`config.mk`:
```
export PLATFORM = sky130hd
export DESIGN_NAME = pi_permute_stage
export DESIGN_NICKNAME = d
export VERILOG_FILES = /design/src/rtl/pi_permute_stage.sv
export SDC_FILE = /design/constraint.sdc
export NUM_CORES = 1
export LEC_CHECK = 0
export CAP_MARGIN = 5
export CORE_MARGIN = 2
export CORE_UTILIZATION = 29
export CTS_CLUSTER_DIAMETER = 120
export DETAILED_ROUTE_END_ITERATION = 16
export PLACE_DENSITY_LB_ADDON = 0.3
export SETUP_SLACK_MARGIN = 0.1
export SLEW_MARGIN = 20
export SYNTH_ARGS = -nofsm -noshare
export SYNTH_HDL_FRONTEND = slang
export SYNTH_SLANG_ARGS = --single-unit
```
`constraint.sdc`:
```
create_clock -name clk -period 2.09 [get_ports clk]
set_input_delay 0.418 -clock clk [delete_from_list [all_inputs] [get_ports clk]]
set_output_delay 0.418 -clock clk [all_outputs]
set_load 0.01 [all_outputs]
```
`src/rtl/pi_permute_stage.sv`:
```
// rtl/pi_permute_stage.sv - pi lane permutation: copies A[(x+3y)%5][x] into A'[x][y] via read/write strobes
// Two-state-per-lane walk over destination lanes 0..24 with registered mod-5 counters.
module pi_permute_stage #(
   parameter int LANE_W = 64,
   parameter int ADDR_W = 5
) (
   input  logic              clk,
   input  logic              rst,
   input  logic              start,
   output logic              rd_en,
   output logic [ADDR_W-1:0] rd_addr,
   input  logic [LANE_W-1:0] rd_data,
   output logic              wr_en,
   output logic [ADDR_W-1:0] wr_addr,
   output logic [LANE_W-1:0] wr_data,
   output logic              busy,
   output logic              done
);

   typedef enum logic [1:0] {IDLE, RD, WR, FIN} state_t;

   state_t     state, state_nxt;
   logic [2:0] dx, dy, sx;
   logic [2:0] dx_nxt, dy_nxt, sx_nxt;

   function automatic logic [ADDR_W-1:0] lane_addr(input logic [2:0] row, input logic [2:0] col);
      return ADDR_W'(row) * ADDR_W'(5) + ADDR_W'(col);
   endfunction

   // (3*dy) mod 5 for the first destination lane of each row
   function automatic logic [2:0] row_start(input logic [2:0] row);
      case (row)
         3'd1:    return 3'd3;
         3'd2:    return 3'd1;
         3'd3:    return 3'd4;
         3'd4:    return 3'd2;
         default: return 3'd0;
      endcase
   endfunction

   always_ff @(posedge clk or negedge rst) begin
      if (!rst) begin
         state <= IDLE;
         dx    <= 3'd0;
         dy    <= 3'd0;
         sx    <= 3'd0;
      end else begin
         state <= state_nxt;
         dx    <= dx_nxt;
         dy    <= dy_nxt;
         sx    <= sx_nxt;
      end
   end

   always_comb begin
      state_nxt = state;
      dx_nxt    = dx;
      dy_nxt    = dy;
      sx_nxt    = sx;
      rd_en     = 1'b0;
      rd_addr   = '0;
      wr_en     = 1'b0;
      wr_addr   = '0;
      wr_data   = '0;
      busy      = 1'b0;
      done      = 1'b0;
      case (state)
         IDLE: begin
            if (start) begin
               state_nxt = RD;
               dx_nxt    = 3'd0;
               dy_nxt    = 3'd0;
               sx_nxt    = 3'd0;
            end
         end
         RD: begin
            rd_en     = 1'b1;
            rd_addr   = lane_addr(dx, sx);
            busy      = 1'b1;
            state_nxt = WR;
         end
         WR: begin
            wr_en   = 1'b1;
            wr_addr = lane_addr(dy, dx);
            wr_data = rd_data;
            busy    = 1'b1;
            if (dx == 3'd4 && dy == 3'd4) begin
               state_nxt = FIN;
            end else begin
               state_nxt = RD;
               if (dx != 3'd4) begin
                  dx_nxt = dx + 3'd1;
                  sx_nxt = (sx == 3'd4) ? 3'd0 : sx + 3'd1;
               end else begin
                  dx_nxt = 3'd0;
                  dy_nxt = dy + 3'd1;
                  sx_nxt = row_start(dy + 3'd1);
               end
            end
         end
         FIN: begin
            done      = 1'b1;
            state_nxt = IDLE;
         end
         default: state_nxt = IDLE;
      endcase
   end

endmodule

```
# After elaboration in Yosys (flattened, before gate mapping)
# Index checks and enable logic that the tools add are counted.
classes:
  muxes: 22
  multipliers: 2
  addsub: 5
  n_eq_ne: 14
  reduce_logical: 6
ops:
  columns: ["op", "n"]
  rows:
  - ["two-way mux 64 bit", 1]
  - ["two-way mux 3 bit", 8]
  - ["one-hot mux 3 bit (2 select lines)", 3]
  - ["== test 3 bit, second input constant", 4]
  - ["one-hot mux 3 bit (4 select lines)", 1]
  - ["adder 5 x 3 -> 5 bit", 2]
  - ["multiplier 3 x 3 -> 5 bit, second input constant", 2]
  - ["two-way mux 5 bit", 2]
  - ["adder 3 x 1 -> 3 bit, second input constant", 3]
  - ["one-hot mux 2 bit (4 select lines)", 1]
  - ["== test 3 x 2 -> 1 bit, second input constant", 2]
  - ["!= test 2 bit, second input constant", 3]
  - ["== test 2 bit, second input constant", 2]
  - ["two-way mux 1 bit", 4]
  - ["two-way mux 2 bit", 2]
  - ["AND reduction 4 bit", 1]
  - ["== test 3 x 1 -> 1 bit, second input constant", 1]
  - ["!= test 3 bit, second input constant", 1]
  - ["AND reduction 3 bit", 1]
  - ["== test 2 x 1 -> 1 bit, second input constant", 1]
  - ["zero test 2 bit", 1]
  - ["nonzero test 2 bit", 1]
  - ["OR reduction 2 bit", 1]
  - ["logical AND 1 bit", 1]
word_totals:
  inputBits: 67
  register_bits: 11
  wordCells: 53
  output_inout_bits: 78

# Longest topological paths before layout
logic_depth:
  word_depth: 6
  depth_mapped: 7
  depth_no_buf: 7

# Worst setup path before layout
# OpenSTA, ideal clock, no wires.
synth_path:
  kind: "reg2out"
  start: "reg dx[2]"
  end: "out rd_addr[4]"
  path_buffers: 0
  path_stages_with_launch: 8
  path_slack_ns: -0.249
  t_required_ns: 1.672
  t_arrival_ns: 1.921
  cell_sequence: "dfrtp_1 ha_1 ha_1 ha_1 a21o_1 a21oi_1 xnor2_1 and2_1"
synth_between:
  elab_chain_len: 3
synth_rtl:
  columns: ["item", "line_no", "source"]
  rows:
  - ["start, declared", "23", "logic [2:0] dx, dy, sx;"]
  - ["start signal, assigned", "49", "dx <= dx_nxt;"]
  - ["multiplier 3 x 3 -> 5 bit", "27", "return ADDR_W'(row) * ADDR_W'(5) + ADDR_W'(col);"]
  - ["adder 5 x 3 -> 5 bit", "27", null]
  - ["two-way mux 5 bit", "67", "case (state)"]
  - ["end, declared", "11", "output logic [ADDR_W-1:0] rd_addr,"]
# No other way between the ends.

# Worst setup path in the final report
# Ends and elaborated chain as after synthesis.

==> out/metrics.yaml <==
tritoncts: "done"
min_period_ns: 2.47
root_buffer: "clkbuf_8"
finalSetupTns_ns: -1.85
pwr-share-comb_pct: 81.9
synth_area_leaders: "and2_1, ha_1, dfrtp_1"
crit_top_cell: "ha_4"
place_congestion: 0.864
place_hpwl_mm: 4.52
htree_num_levels: 1
synth-edff-count: 0
utilization_pct: 62.0
endpoint_kind: "primary output"
die_w_um: 79.8
startpoint_type: "flip-flop"
cts.clk_slew.worst_paths_ns: 0.05
syn_nets: 300
critical_path_class: "flip-flop to primary output"
synth_top_area_cell: "and2_1"
yosysMostFrequentCell: "and2_1"
num_vias: 1948
antenna_cells: 0
initial_core_util_pct: 30.1
p_total_mw: 3.26
slew_headroom_pct: 65.9
routed_wl_mm: 5.56
p_seq_share_pct: 11.4
fmax_mhz: 406
grt_pass1_wl_mm: 8.81
clk_latency_ns: 0.24
final_net_count: 455
internal-power_mw: 1.88
synth_cells: 202
slowest_delay_ns: 0.42
ant_nets: 0
die-area_mm2: 0.00637
crit_family: "adder cells"
cp_num_buf_inv: 1
p_sw_mw: 1.38
die_h_um: 79.8
synth.distinct_cells: 37
async_flop_share_pct: 100
fin_ws_ns: -0.376
drt_iter0_drc: 136
synth_warnings: 0
crit_required_ns: 1.67
rsz0062_at_grt: "true"
track_usage_pct: 17.5
num_rows: 27
cts_sinks: 11
dpl-instance-area_mm2: 0.00334
fin_hold_ws_ns: 0.521
drv_slew: 0
drive_gt1_share_pct: 18.5
overflow: 0
antenna_found_initial: 0
violations: "negative setup slack"
pin_count: 145
maxCapViolations: 0
final_area_mm2: 0.00344
power.leakage_nw: 1.77
critPathMaxFanout: 2
cp_slowest_cell: "dfrtp_2"
cts_buffer_depth: 2
tightestPinTransition_ns: 0.510
cts_made_buffers: 3
synth.cells.most_frequent: "and2_1, ha_1, dfrtp_1, inv_1, clkbuf_1"
area_delta_synth_final_pct: 106
dr.pass1.iters: 4
syn_avg_cell_area_um2: 8.26
clock_power_share_pct: 6.6
core-area_mm2: 0.00554
avgViaCountPerCell: 4.55
synth_area_mm2: 0.00167
hold_violations: 0
grt_max_degree: 27
drc: 0
ys.flop_type: "dfrtp_1"
ys_ff_latch: 11
hold_class: "input port to async pin"
io_buffers: 144
finClkSkew_ns: 0.00149
detail_route.wl_per_cell_um: 13.0
power_density_mw_per_mm2: 949
ys_seq_area_share_pct: 16.5
status: "complete, but fails checks"
crit_arrival_ns: 2.05
switching_share_pct: 42.3
first_global_vias: 1924
path_cells: "ha_4 > ha_4 > ha_4 > a21o_1 > a21oi_2 > xnor2_1 > and2_1 > buf_2"
setup_violations: 6
synth_top_area_share_pct: 27.4
final.period_utilization_pct: 118
ir_drop_mv: 0.501
state kept, by name, indices dropped and copies added (netlist names):
register and cells:
dy 3, state 2, sx 3, dx 3
worst register-to-register path: cells and delay by family, from the launching register on:
kind                       cells  cell delay (ns)
buffers and inverters          3             0.27
AOI/OAI and AO/OA              2             0.67
adders and majority gates      1             0.21
DFF                            1             0.39
and+or+nand+nor                1             0.20
power by group through the flow:
stage / clock [mW] / combinational [mW] / sequential (mW)
after global routing: 0.228 / 2.94 / 0.384
final: 0.216 / 2.67 / 0.373
after floorplan: 0 / 1.30 / 0.383
after CTS: 0.220 / 2.68 / 0.368
after detailed placement: 0 / 2.74 / 0.360
after global placement: 0 / 2.69 / 0.355
worst paths after layout:
path | end | slack (ns) | from | depth (start not counted)
worst max-delay path | rd_addr[4] | -0.38 | dx[2]$_DFFE_PN0P_ | 8
worst min-delay path | dy[0]$_DFFE_PN0P_ | 0.52 | rst | 1
worst max register to register | sx[0]$_DFFE_PN0P_ | 0.23 | dx[0]$_DFFE_PN0P_ | 7
worst min register to register | state[1]$_DFFE_PN0P_ | 0.56 | state[1]$_DFFE_PN0P_ | 1
max in group asynchronous | dx[0]$_DFFE_PN0P_ | 1.20 | rst | 1
min in group clk | state[1]$_DFFE_PN0P_ | 0.56 | state[1]$_DFFE_PN0P_ | 1
timing repair:
action                                  4_1_cts  5_1_grt
hold buffers                                  0        0
endpoints found under the setup margin       76       11
pin swaps                                    15       11
buffers inserted                              2        3
gates cloned                                  1        0
resized for setup                           115       10
metal layers:
metal,global-route usage (%),vias to the layer above,wire (µm)
li1,-,977,-
met5,0,-,0
met2,31.8,92,2900
met4,4.41,0,70
met1,19.8,873,2100
met3,5.20,6,487
area by class of cell:
type / count / area (µm²)
clock buffer: 4 / 45.0
fill: 516 / 2100
inverter: 11 / 41.3
multi-input combinational: 167 / 1460
sequential: 11 / 280
tap: 72 / 90.1
timing repair buffer: 163 / 1520
kinds of logic after synthesis:
group | Yosys count | share of synthesized area (%)
muxes | 3 | 1.95
xor gates and xnor gates | 7 | 3.68
and+or+nand+nor | 101 | 36.6
AOI/OAI and AO/OA | 25 | 11.0
DFF | 11 | 16.5
adders and majority gates | 31 | 24.2
buffers and inverters | 24 | 6.08
metrics by stage:
| stage | worst slack, ns | cells |
|---|---|---|
| after floorplan | -0.168 | 202 |
| after global placement | -0.621 | 420 |
| after detailed placement | -0.651 | 420 |
| after CTS | -0.430 | 426 |
| after global routing | -0.463 | 428 |
| final | -0.376 | 428 |
layout by cell type (no fill, tap or decap), types with 4 or more instances in the layout:
master and count:
xnor2_1 4, ha_4 11, inv_1 7, inv_2 4, dfrtp_2 4, dfrtp_1 7
nand2_1 8, buf_2 6, buf_4 13, ha_1 17, nor2_1 4, and2_1 71
buf_6 5, nand4_1 5, o21ai_0 7, clkdlybuf4s50_1 68, dlygate4sd2_1 67
Note: power is estimated with default switching activity, not from simulation.
